$ cat src/rtl/logic_ram_write_sched_if.sv
// -----------------------------------------------------------------------------
// logic_ram_write_sched_if
// Bundle of write-request signals between NUM_WRITERS pipeline write sources
// and the RAM write scheduler. The signal names follow the scheduler's view:
// *_in are driven by the writers, *_out by the scheduler.
//   req_valid_in  [NUM_WRITERS]             per-writer request valid
//   req_ready_out [NUM_WRITERS]             per-writer accept (one-hot or zero)
//   req_addr_in   [NUM_WRITERS][ADDR_WIDTH] per-writer write address
//   req_data_in   [NUM_WRITERS][DATA_WIDTH] per-writer write data
// Modports: master = writer side, slave = scheduler side.
// -----------------------------------------------------------------------------
interface logic_ram_write_sched_if #(
  parameter int DATA_WIDTH  = 32,
  parameter int ADDR_WIDTH  = 16,
  parameter int NUM_WRITERS = 3
);
  logic [NUM_WRITERS-1:0]                 req_valid_in;
  logic [NUM_WRITERS-1:0]                 req_ready_out;
  logic [NUM_WRITERS-1:0][ADDR_WIDTH-1:0] req_addr_in;
  logic [NUM_WRITERS-1:0][DATA_WIDTH-1:0] req_data_in;

  modport master (
    output req_valid_in,
    output req_addr_in,
    output req_data_in,
    input  req_ready_out
  );

  modport slave (
    input  req_valid_in,
    input  req_addr_in,
    input  req_data_in,
    output req_ready_out
  );
endinterface

$ cat src/rtl/logic_ram_write_sched.sv
// -----------------------------------------------------------------------------
// logic_ram_write_sched
// Owner of the single write port of a register-built multi-read-port RAM.
// After reset it sweeps INIT_VALUE into every address 0..DEPTH-1, then shares
// the write port among NUM_WRITERS requesters with round-robin arbitration.
// Ports:
//   clk            clock
//   rst            synchronous active-high reset
//   req            write-request bundle (slave side)
//   wren_out       registered RAM write enable
//   wraddr_out     registered RAM write address
//   wrdata_out     registered RAM write data
//   init_done_out  high from the cycle after the last init write until reset
//   addr_err_out   sticky: an out-of-range request was accepted and dropped
//
// state  | meaning
// S_INIT | sweeping INIT_VALUE into addresses 0..DEPTH-1, no requests accepted
// S_RUN  | round-robin arbitration of writer requests
// -----------------------------------------------------------------------------
module logic_ram_write_sched #(
  parameter int                  DATA_WIDTH  = 32,
  parameter int                  ADDR_WIDTH  = 16,
  parameter int                  DEPTH       = 2**ADDR_WIDTH,
  parameter int                  NUM_WRITERS = 3,
  parameter int                  INIT_ENABLE = 1,
  parameter logic [DATA_WIDTH-1:0] INIT_VALUE = '0
) (
  input  logic                    clk,
  input  logic                    rst,
  logic_ram_write_sched_if.slave  req,
  output logic                    wren_out,
  output logic [ADDR_WIDTH-1:0]   wraddr_out,
  output logic [DATA_WIDTH-1:0]   wrdata_out,
  output logic                    init_done_out,
  output logic                    addr_err_out
);

  localparam int PTR_W = (NUM_WRITERS > 1) ? $clog2(NUM_WRITERS) : 1;
  // One extra counter bit so DEPTH = 2**ADDR_WIDTH is representable.
  localparam logic [ADDR_WIDTH:0] DEPTH_C = (ADDR_WIDTH+1)'(DEPTH);
  localparam logic [ADDR_WIDTH:0] LAST_C  = DEPTH_C - (ADDR_WIDTH+1)'(1);
  localparam logic [PTR_W-1:0]    PTR_MAX = PTR_W'(NUM_WRITERS - 1);

  typedef enum logic {S_INIT, S_RUN} state_t;
  localparam state_t RST_STATE = (INIT_ENABLE != 0) ? S_INIT : S_RUN;

  state_t                state_q, state_d;
  logic [ADDR_WIDTH:0]   cnt_q, cnt_d;
  logic [PTR_W-1:0]      ptr_q, ptr_d;
  logic                  wren_q, wren_d;
  logic [ADDR_WIDTH-1:0] wraddr_q, wraddr_d;
  logic [DATA_WIDTH-1:0] wrdata_q, wrdata_d;
  logic                  done_q, done_d;
  logic                  err_q, err_d;

  logic                  grant_vld;
  logic [PTR_W-1:0]      grant_idx;
  logic [ADDR_WIDTH-1:0] sel_addr;
  int                    idx;

  // Round-robin search starting at the pointer, wrapping modulo NUM_WRITERS.
  always_comb begin
    grant_vld = 1'b0;
    grant_idx = '0;
    idx       = 0;
    for (int off = 0; off < NUM_WRITERS; off++) begin
      idx = (int'(ptr_q) + off) % NUM_WRITERS;
      if (!grant_vld && req.req_valid_in[idx]) begin
        grant_vld = 1'b1;
        grant_idx = PTR_W'(idx);
      end
    end
  end

  // Ready depends on valid (grant), never the other way round.
  always_comb begin
    req.req_ready_out = '0;
    if (state_q == S_RUN && grant_vld)
      req.req_ready_out = NUM_WRITERS'(1) << grant_idx;
  end

  assign sel_addr = req.req_addr_in[grant_idx];

  always_comb begin
    state_d  = state_q;
    cnt_d    = cnt_q;
    ptr_d    = ptr_q;
    wren_d   = 1'b0;
    wraddr_d = wraddr_q;
    wrdata_d = wrdata_q;
    done_d   = done_q | (state_q == S_RUN);
    err_d    = err_q;
    case (state_q)
      S_INIT: begin
        wren_d   = 1'b1;
        wraddr_d = cnt_q[ADDR_WIDTH-1:0];
        wrdata_d = INIT_VALUE;
        cnt_d    = cnt_q + (ADDR_WIDTH+1)'(1);
        if (cnt_q == LAST_C)
          state_d = S_RUN;
      end
      S_RUN: begin
        if (grant_vld) begin
          ptr_d = (grant_idx == PTR_MAX) ? '0 : grant_idx + PTR_W'(1);
          // Out-of-range requests are accepted but never reach the RAM.
          if ({1'b0, sel_addr} < DEPTH_C) begin
            wren_d   = 1'b1;
            wraddr_d = sel_addr;
            wrdata_d = req.req_data_in[grant_idx];
          end else begin
            err_d = 1'b1;
          end
        end
      end
      default: state_d = RST_STATE;
    endcase
  end

  always_ff @(posedge clk) begin
    if (rst) begin
      state_q  <= RST_STATE;
      cnt_q    <= '0;
      ptr_q    <= '0;
      wren_q   <= 1'b0;
      wraddr_q <= '0;
      wrdata_q <= '0;
      done_q   <= 1'b0;
      err_q    <= 1'b0;
    end else begin
      state_q  <= state_d;
      cnt_q    <= cnt_d;
      ptr_q    <= ptr_d;
      wren_q   <= wren_d;
      wraddr_q <= wraddr_d;
      wrdata_q <= wrdata_d;
      done_q   <= done_d;
      err_q    <= err_d;
    end
  end

  assign wren_out      = wren_q;
  assign wraddr_out    = wraddr_q;
  assign wrdata_out    = wrdata_q;
  assign init_done_out = done_q;
  assign addr_err_out  = err_q;

endmodule

$ cat src/flat_wrapper.sv
// flat-port wrapper written by rule: the top's interface ports become plain ports
module logic_ram_write_sched_flat 
#(
  parameter int                  DATA_WIDTH  = 32,
  parameter int                  ADDR_WIDTH  = 16,
  parameter int                  DEPTH       = 2**ADDR_WIDTH,
  parameter int                  NUM_WRITERS = 3,
  parameter int                  INIT_ENABLE = 1,
  parameter logic [DATA_WIDTH-1:0] INIT_VALUE = '0
)
  (clk, rst, wren_out, wraddr_out, wrdata_out, init_done_out, addr_err_out, req_req_valid_in, req_req_addr_in, req_req_data_in, req_req_ready_out);
  logic_ram_write_sched_if #(.DATA_WIDTH(DATA_WIDTH), .ADDR_WIDTH(ADDR_WIDTH), .NUM_WRITERS(NUM_WRITERS)) req_i ();
  input  logic clk;
  input  logic rst;
  output logic wren_out;
  output logic [ADDR_WIDTH-1:0] wraddr_out;
  output logic [DATA_WIDTH-1:0] wrdata_out;
  output logic init_done_out;
  output logic addr_err_out;
  input wire logic [$bits(req_i.req_valid_in)-1:0] req_req_valid_in;
  input wire logic [$bits(req_i.req_addr_in)-1:0] req_req_addr_in;
  input wire logic [$bits(req_i.req_data_in)-1:0] req_req_data_in;
  output wire logic [$bits(req_i.req_ready_out)-1:0] req_req_ready_out;
  assign req_i.req_valid_in = req_req_valid_in;
  assign req_i.req_addr_in = req_req_addr_in;
  assign req_i.req_data_in = req_req_data_in;
  assign req_req_ready_out = req_i.req_ready_out;
  logic_ram_write_sched #(.DATA_WIDTH(DATA_WIDTH), .ADDR_WIDTH(ADDR_WIDTH), .DEPTH(DEPTH), .NUM_WRITERS(NUM_WRITERS), .INIT_ENABLE(INIT_ENABLE), .INIT_VALUE(INIT_VALUE)) u_core (.clk(clk), .rst(rst), .req(req_i), .wren_out(wren_out), .wraddr_out(wraddr_out), .wrdata_out(wrdata_out), .init_done_out(init_done_out), .addr_err_out(addr_err_out));
endmodule
$ cat config.mk
export PLATFORM = sky130hd
export DESIGN_NAME = logic_ram_write_sched_flat
export DESIGN_NICKNAME = d
export VERILOG_FILES = /design/src/rtl/logic_ram_write_sched_if.sv /design/src/rtl/logic_ram_write_sched.sv /design/src/flat_wrapper.sv
export SDC_FILE = /design/constraint.sdc
export NUM_CORES = 1
export LEC_CHECK = 0
export BUFFER_PORTS_ARGS = -buffer_cell sky130_fd_sc_hd__buf_2
export CELL_PAD_IN_SITES_DETAIL_PLACEMENT = 1
export CELL_PAD_IN_SITES_GLOBAL_PLACEMENT = 1
export CORE_MARGIN = 2
export CORE_UTILIZATION = 36
export DETAILED_ROUTE_END_ITERATION = 7
export PLACE_DENSITY_LB_ADDON = 0.12
export SLEW_MARGIN = 20
export SYNTH_ARGS = -nofsm -noshare
export SYNTH_HDL_FRONTEND = slang
export SYNTH_SLANG_ARGS = --single-unit
$ cat constraint.sdc
create_clock -name clk -period 7.5 [get_ports clk]
set_clock_uncertainty 0.2 [all_clocks]
set_input_delay 1.125 -clock clk [delete_from_list [all_inputs] [get_ports clk]]
set_output_delay 1.125 -clock clk [all_outputs]
set_load 0.01 [all_outputs]
==> results of run 1 <==
## logic make-up after synthesis
family	share of synthesized area
other	0.000933
multiplexers	0.0896
flip-flops	0.349
buffers and inverters	0.0759
adder cells (fa/ha/maj)	0.0187
AO/OA/AOI/OAI	0.311
AND/OR/NAND/NOR	0.125
XOR/XNOR	0.0305
## sequential cells by signal, indices dropped and copies added, names as in the netlist
register	count
u_core.wrdata_out	32
u_core.state_q	1
u_core.wraddr_out	16
u_core.ptr_q	2
u_core.wren_out	1
u_core.cnt_q	17
u_core.init_done_out	1
## path summary, 6_finish.rpt
kind,from,slack (ps),end
worst min-delay path,u_core.init_done_out,280,u_core.init_done_out
worst max register to register,u_core.ptr_q[0],3820,u_core.wraddr_out[8]
worst max-delay path,req_req_valid_in[0],3130,req_req_ready_out[0]
worst min register to register,u_core.init_done_out,280,u_core.init_done_out
## stage by stage
step / worst slack [ps] / area, um^2 / hold slack [ps] / cells / util
final: 3130 / 5160 / 279 / 739 / 0.474
after global routing: 2930 / 5160 / 322 / 739 / 0.474
after CTS: 3150 / 5160 / 285 / 738 / 0.474
after detailed placement: 3160 / 4990 / 265 / 723 / 0.458
after global placement: 3270 / 4990 / 251 / 723 / 0.458
after floorplan: 3740 / 4020 / 259 / 420 / -
## routing by layer
| metal | share of wire | routed length (um) | up-vias | track usage |
|---|---|---|---|---|
| met5 | 0 | 0 | - | 0 |
| met4 | 0.018 | 254 | 0 | 0.0615 |
| met3 | 0.086 | 1200 | 18 | 0.0741 |
| met2 | 0.48 | 6700 | 162 | 0.404 |
| met1 | 0.42 | 5810 | 2001 | 0.269 |
| li1 | - | - | 1982 | - |
## synth_stat cells (all sizes together) (2+ instances only)
library cell	instances
nand3	4
nand4	3
o22ai	33
a221oi	4
xnor2	8
and3	3
nor2	26
inv	12
o32ai	15
nor4	3
ha	6
nor2b	4
nor3	30
o21ai	19
clkbuf	17
nand2	11
o221ai	3
a22oi	17
dfxtp	70
mux2i	36
buf	26
a22o	2
nor4b	2
a31oi	2
a21oi	4
a211oi	2
xor2	6
or3	3
a32oi	32
nand3b	2
## critical path, cell delays in order
cell and delay, ps:
buf_2 120, nor2b_1 160, o21ai_0 390, a22o_2 230, buf_4 570, or2_1 210
nor2_1 50, buf_2 170
## power groups by stage
| stage | Combinational [mW] | Clock, mW | Sequential (mW) |
|---|---|---|---|
| 2_1_floorplan | 0.0573 | 0 | 0.385 |
| 3_3_place_gp | 0.106 | 0 | 0.385 |
| 3_5_place_dp | 0.107 | 0 | 0.385 |
| 4_1_cts | 0.108 | 0.274 | 0.376 |
| 5_1_grt | 0.117 | 0.290 | 0.376 |
| 6_report | 0.107 | 0.266 | 0.376 |
## final cells by class
cell class,instances,area (um^2)
repair buffers,206,1040
flip-flops and latches,70,1400
multi-input cells,295,2320
clock buffers,10,128
clock inverters,5,37.5
inverters,12,45.0
well taps,140,175
diodes,1,2.50
fillers,1359,5730
==> flow_metrics.py, run 1 <==
metrics = {
    "global_route": {
        "grt_pass1_wl_um": 21400,
        "grt_use_total": 0.230,
        "gr-total-overflow": 0,
        "antenna_found_initial": 1,
        "grt_max_degree": 71,
        "grt_pass1_vias": 4226,
    },
    "cts": {
        "cts-root-buf": "clkbuf_8",
        "clockBufferDepth": 2,
        "post_cts.repair.setup_buffers": 0,
        "cts_hold_buffers": 0,
        "cts.repair.resized": 0,
        "cts_made_buffers": 9,
        "numClockSinks": 70,
        "clock_latency_ps": 340,
        "htree_levels": 3,
        "clk_pin_slew_ps": 70,
        "cts_tree": "yes",
    },
    "cells_and_area": {
        "final_common_cell": "buf_2",
        "area_growth_pct": 28.3,
        "final_layout_size_suffix_gt1_frac": 0.435,
        "layout_common_cells": "buf_2 (201), dfxtp_1 (69), mux2i_1 (36), a32oi_1 (32), o22ai_2 (31)",
        "layout.nets": 749,
    },
    "critical_path": {
        "crit_arrival_ps": 3050,
        "r2r_cells": 8,
        "crit_required_ps": 6170,
        "cp-start-kind": "input port",
        "crit_type": "input port to primary output",
        "cp_max_fo": 65,
        "cp-end-kind": "primary output",
    },
    "hold_path": {
        "hold_class": "register to register",
        "whs_path_depth": 2,
    },
    "yosys": {
        "yosysTopAreaCellShare": 0.349,
        "yosys_warnings": 0,
        "ys_seq_area_frac": 0.349,
        "synth_area_um2": 4020,
        "synthTopCellsByArea": "dfxtp_1 (35%), o22ai_2 (9.6%), mux2i_1 (9.0%)",
        "avgSynthCellArea_um2": 9.57,
        "synth_flop_cell": "dfxtp_1",
        "postSynthCellCount": 420,
        "synth_top_cell_by_area": "dfxtp_1",
        "ys_types": 55,
        "syn_nets": 575,
        "async_reset_ff_frac": 0,
        "synth_edf_count": 0,
        "ys_ff_latch": 70,
    },
    "pwr": {
        "seqPwrFrac": 0.503,
        "switching_share": 0.272,
        "p_sw_uw": 204,
        "p_leak_nw": 2.25,
        "finalPower_uw": 748,
        "ir_worst_vdd_mv": 0.0655,
        "pwr-share-clk": 0.355,
        "internal-power_uw": 544,
        "powerDensity_nw_per_um2": 145,
        "combPwrFrac": 0.142,
    },
    "die": {
        "rows": 38,
        "core_um2": 10900,
        "ios": 203,
        "dieArea_um2": 12000,
        "start_util": 0.369,
        "die_x_um": 110,
        "die_h_um": 110,
    },
    "timing": {
        "hold_viol": 0,
        "setup_viol": 0,
        "post-route-period-util": 0.583,
        "slew_headroom": 0.355,
        "maxSlewViolCount": 0,
        "tightestPinTransition_ps": 968,
        "rsz0062_at_grt": "false",
        "fmax_mhz": 229,
        "tns_ps": 0,
        "timing.final.crit_period_ps": 4370,
    },
    "placement": {
        "post-dp-hpwl_um": 10100,
        "finalWeightedCongestion": 0.827,
        "port_buffers": 201,
    },
    "drt": {
        "vias": 4163,
        "postRouteWirelength_um": 14000,
        "routedWlPerCell_um": 18.9,
        "post_drt_via_cell_ratio": 5.63,
        "ant_nets": 0,
        "drtIter0Drc": 197,
        "drc": 0,
        "first_pass_iters": 4,
    },
    "outcome": {
        "status": "completed",
    },
    "run": {
        "drv_cap": 0,
    },
}
No activity file was read; power rests on OpenSTA's default activity.
==> inputs of run 2 (changes only) <==
--- a/config.mk
+++ b/config.mk
@@ -9,7 +9,7 @@
 export CELL_PAD_IN_SITES_DETAIL_PLACEMENT = 1
 export CELL_PAD_IN_SITES_GLOBAL_PLACEMENT = 1
 export CORE_MARGIN = 2
-export CORE_UTILIZATION = 36
+export CORE_UTILIZATION = 33
 export DETAILED_ROUTE_END_ITERATION = 7
 export PLACE_DENSITY_LB_ADDON = 0.12
 export SLEW_MARGIN = 20
==> constraint.sdc (replaced) <==
create_clock -name clk -period 4.4 [get_ports clk]
set_clock_uncertainty 0.2 [all_clocks]
set_input_delay 0.66 -clock clk [delete_from_list [all_inputs] [get_ports clk]]
set_output_delay 0.66 -clock clk [all_outputs]
set_load 0.01 [all_outputs]
==> flow_metrics.py, run 2 (synthesis gave the netlist of run 1 again) <==
metrics = {
    "outcome": {
        "status": "completed",
    },
    "placement": {
        "dp.cells": 735,
        "post-place-ws_ps": 1060,
        "post-dp-hpwl_um": 10300,
        "port_buffers": 201,
        "finalWeightedCongestion": 0.764,
        "placed_area_um2": 5040,
    },
    "cells_and_area": {
        "layout.nets": 754,
        "multi_input_area_um2": 2320,
        "seq_area_um2": 1400,
        "final_common_cell": "buf_2",
        "final_cells": 752,
        "utilization": 0.445,
        "area_growth_pct": 32.5,
        "post-route-cell-area_um2": 5330,
        "fillers": 1452,
        "final_layout_size_suffix_gt1_frac": 0.440,
        "layout_common_cells": "buf_2 (201), dfxtp_1 (69), mux2i_1 (36), a32oi_1 (32), o22ai_2 (31)",
        "largest_reg_flops": 32,
    },
    "timing": {
        "worst_slack_ps": 835,
        "hold_viol": 0,
        "tns_ps": 0,
        "tightestPinTransition_ps": 996,
        "fmax_mhz": 281,
        "setup_viol": 0,
        "hold_ws_ps": 266,
        "maxSlewViolCount": 0,
        "slew_headroom": 0.336,
        "post-route-period-util": 0.810,
        "rsz0062_at_grt": "false",
        "timing.final.crit_period_ps": 3570,
    },
    "pwr": {
        "p_leak_nw": 2.34,
        "ir_worst_vdd_mv": 0.139,
        "finalPower_mw": 1.53,
        "powerDensity_nw_per_um2": 288,
    },
    "cts": {
        "cts_hold_buffers": 0,
        "cts_tree": "yes",
        "htree_levels": 3,
        "cts.repair.resized": 0,
        "clk_pin_slew_ps": 60,
        "clockBufferDepth": 2,
        "cts-root-buf": "clkbuf_16",
        "cts_made_buffers": 9,
        "numClockSinks": 70,
        "post_cts.repair.setup_buffers": 0,
        "clock_latency_ps": 330,
    },
    "die": {
        "rows": 40,
        "die_x_um": 114,
        "die_h_um": 114,
        "dieArea_um2": 13100,
        "ios": 203,
        "start_util": 0.336,
        "core_um2": 12000,
    },
    "drt": {
        "ant_nets": 0,
        "post_drt_via_cell_ratio": 5.55,
        "vias": 4177,
        "routedWlPerCell_um": 18.7,
        "drc": 0,
        "postRouteWirelength_um": 14000,
        "drtIter0Drc": 207,
        "first_pass_iters": 4,
    },
    "global_route": {
        "grt_pass1_wl_um": 22200,
        "gr-total-overflow": 0,
        "grt_use_total": 0.215,
        "grt_pass1_vias": 4266,
        "antenna_found_initial": 1,
        "grt_max_degree": 49,
    },
    "critical_path": {
        "cp-end-kind": "primary output",
        "crit_required_ps": 3540,
        "cp-start-kind": "register",
        "crit_arrival_ps": 2710,
        "cp_max_fo": 13,
        "crit_type": "register to primary output",
    },
    "run": {
        "drv_cap": 0,
    },
    "hold_path": {
        "hold_class": "register to register",
    },
}
-- run 2: cell types whose count changed in the layout (fill, tap and decap cells not counted) --
| cell | change |
|---|---|
| clkinv_4 | -2 |
| clkinv_2 | +1 |
| clkbuf_16 | +9 |
| clkbuf_8 | -6 |
| buf_4 | +5 |
| clkinvlp_4 | -1 |
-- run 2: area by class of cell --
cell class              instances  share of cell area
clock inverters                 3             0.00329
flip-flops and latches         70               0.263
repair buffers                211               0.203
diodes                          1            0.000470
multi-input cells             295               0.436
clock buffers                  13              0.0507
well taps                     147              0.0345
inverters                      12             0.00845
-- run 2: worst paths after layout --
kind / start / endpoint / slack (ps) / cells past startpoint
max: u_core.ptr_q[0] / req_req_ready_out[2] / 830 / 8
min: u_core.init_done_out / u_core.init_done_out / 270 / 2
max reg2reg: u_core.ptr_q[0] / u_core.wrdata_out[8] / 1030 / 8
min reg2reg: u_core.init_done_out / u_core.init_done_out / 270 / 2
-- run 2: layer usage --
metal  vias to the layer above  share of wire  track usage
met5                         -              0            0
met4                         0          0.014       0.0675
met3                        14          0.070       0.0566
met2                       161           0.48        0.374
met1                      2009           0.43        0.258
li1                       1993              -            -
-- run 2: report_power, final --
| group | switching (mW) | internal, mW | leakage, nW |
|---|---|---|---|
| registers | 0.00355 | 0.638 | 0.565 |
| clock network | 0.278 | 0.426 | 0.142 |
| logic | 0.0971 | 0.0891 | 1.63 |
-- run 2: worst max-delay path: stages, from the launching register on --
cell	delay [ps]
dfxtp_1	370
inv_1	80
ha_1	480
nand3b_1	210
a221oi_2	400
a22o_1	360
buf_4	270
nor3_1	70
buf_2	140
==> inputs of run 3 (changes only) <==
--- a/config.mk
+++ b/config.mk
@@ -9,7 +9,7 @@
 export CELL_PAD_IN_SITES_DETAIL_PLACEMENT = 1
 export CELL_PAD_IN_SITES_GLOBAL_PLACEMENT = 1
 export CORE_MARGIN = 2
-export CORE_UTILIZATION = 33
+export CORE_UTILIZATION = 30
 export DETAILED_ROUTE_END_ITERATION = 7
 export PLACE_DENSITY_LB_ADDON = 0.12
 export SLEW_MARGIN = 20
==> constraint.sdc (replaced) <==
create_clock -name clk -period 3.11 [get_ports clk]
set_clock_uncertainty 0.2 [all_clocks]
set_input_delay 0.4665 -clock clk [delete_from_list [all_inputs] [get_ports clk]]
set_output_delay 0.4665 -clock clk [all_outputs]
set_load 0.01 [all_outputs]
==> flow_metrics.py, run 3 (synthesis gave the netlist of run 1 again) <==
metrics = {
    "outcome": {
        "status": "completed",
    },
    "drt": {
        "drtIter0Drc": 151,
        "vias": 4231,
        "first_pass_iters": 4,
        "wl_met2_um": 7150,
        "met1Wirelength_um": 6230,
        "routedWlPerCell_um": 18.7,
        "drc": 0,
        "wl_met3_um": 1080,
        "post_drt_via_cell_ratio": 5.40,
        "ant_nets": 0,
        "postRouteWirelength_um": 14600,
        "top_layer": "met4",
    },
    "global_route": {
        "grt_max_degree": 69,
        "antenna_found_initial": 1,
        "gr-total-overflow": 0,
        "grt_pass1_vias": 4494,
        "grt_pass1_wl_um": 23500,
        "grt_use_total": 0.204,
    },
    "pwr": {
        "internal-power_mw": 1.78,
        "pwr-share-clk": 0.493,
        "powerDensity_nw_per_um2": 421,
        "seqPwrFrac": 0.390,
        "p_sw_uw": 549,
        "finalPower_mw": 2.33,
        "switching_share": 0.235,
        "p_leak_nw": 2.40,
        "ir_worst_vdd_mv": 0.190,
        "combPwrFrac": 0.118,
    },
    "critical_path": {
        "r2r_cells": 9,
        "reg2reg_to": "u_core.wrdata_out[31]",
        "cp-end-kind": "primary output",
        "crit_path_cell_trace": "inv_1, ha_4, mux2i_4, o22a_1, o21bai_1, a211o_1, nor2_1, buf_2",
        "critPathSlowestCell": "dfxtp_2",
        "ff2ff_setup_slack_ps": 390,
        "cp_max_fo": 9,
        "crit_type": "register to primary output",
        "r2r-start": "u_core.ptr_q[1]",
        "crit_required_ps": 2440,
        "cp-start-kind": "register",
        "crit_path_max_incr_delay_ps": 370,
        "crit_arrival_ps": 2330,
    },
    "run": {
        "drv_cap": 0,
    },
    "cells_and_area": {
        "final_common_cell": "buf_2",
        "layout_common_cells": "buf_2 (201), dfxtp_1 (68), mux2i_1 (34), a32oi_1 (32), o22ai_2 (30)",
        "final_layout_size_suffix_gt1_frac": 0.458,
        "layout.nets": 757,
        "area_growth_pct": 37.8,
        "largest_reg_flops": 32,
    },
    "cts": {
        "cts_made_buffers": 9,
        "cts-root-buf": "clkbuf_16",
        "htree_levels": 3,
        "numClockSinks": 70,
        "clock_latency_ps": 330,
        "cts_tree": "yes",
        "clk_pin_slew_ps": 50,
        "cts_hold_buffers": 0,
        "clockBufferDepth": 2,
    },
    "timing": {
        "slew_headroom": 0.362,
        "hold_ws_ps": 212,
        "post-route-period-util": 0.963,
        "timing.final.crit_period_ps": 3000,
        "maxSlewViolCount": 0,
        "rsz0062_at_grt": "false",
        "tns_ps": 0,
        "fmax_mhz": 334,
        "setup_viol": 0,
        "hold_viol": 0,
        "tightestPinTransition_ps": 957,
    },
    "placement": {
        "finalWeightedCongestion": 0.851,
        "port_buffers": 201,
        "post-dp-hpwl_um": 10800,
    },
    "die": {
        "die_x_um": 120,
        "ios": 203,
        "dieArea_um2": 14300,
        "die_h_um": 120,
        "start_util": 0.305,
        "core_um2": 13200,
        "rows": 42,
    },
    "hold_path": {
        "hold_start": "req_req_data_in[60]",
        "hold_class": "input port to register",
        "min_to": "u_core.wrdata_out[28]",
        "whs_path_depth": 3,
    },
}
-- run 3: worst max path at each step --
stage	startpoint	end	slack [ps]	depth (start not counted)
floorplan	u_core.ptr_q[0]	req_req_ready_out[0]	420	10
global placement	u_core.ptr_q[0]	u_core.wrdata_out[28]	340	9
detailed placement	u_core.ptr_q[0]	u_core.wrdata_out[28]	270	9
CTS	u_core.ptr_q[1]	req_req_ready_out[2]	9	7
global route	u_core.ptr_q[0]	req_req_ready_out[1]	9	8
finish	u_core.ptr_q[0]	req_req_ready_out[1]	110	8
-- run 3: critical path: cells and delay by family, from the launching register on --
| kind | cells | cell delay (ps) |
|---|---|---|
| AO/OA/AOI/OAI | 3 | 600 |
| adder cells (fa/ha/maj) | 1 | 370 |
| buffers and inverters | 2 | 240 |
| flip-flops | 1 | 370 |
| multiplexers | 1 | 290 |
| AND/OR/NAND/NOR | 1 | 120 |
-- run 3: power groups by stage --
| stage | Combinational (mW) | Sequential [mW] | Clock, mW |
|---|---|---|---|
| 3_5_place_dp | 0.270 | 0.928 | 0 |
| 5_1_grt | 0.299 | 0.909 | 1.22 |
| 4_1_cts | 0.272 | 0.908 | 1.19 |
| 3_3_place_gp | 0.266 | 0.928 | 0 |
| 2_1_floorplan | 0.138 | 0.928 | 0 |
| 6_report | 0.274 | 0.908 | 1.15 |
-- run 3: repair_timing --
action | 4_1_cts | 5_1_grt
endpoints found under the setup margin | 3 | 3
resized for setup | 3 | 11
setup buffers | 0 | 1
-- run 3: final cells by class --
class / count / area (um^2)
clock inverter: 5 / 81.3
inverter: 12 / 45.0
antenna: 1 / 2.50
timing repair buffer: 214 / 1140
fill: 1566 / 7650
clock buffer: 11 / 253
multi-input combinational: 295 / 2390
sequential: 70 / 1400
tap: 176 / 220
-- run 3: through the flow --
stage	util	instances	setup slack (ps)	cell area, um^2
floorplan	-	420	422	4020
CTS	0.415	782	9.47	5470
finish	0.420	784	114	5540
global route	0.420	784	8.99	5540
global placement	0.389	766	338	5130
detailed placement	0.389	766	273	5130
-- run 3: layer usage --
layer / GRT usage / up-vias
li1: - / 2001
met1: 0.248 / 2048
met2: 0.352 / 169
met3: 0.0523 / 13
met4: 0.0676 / 0
met5: 0 / -
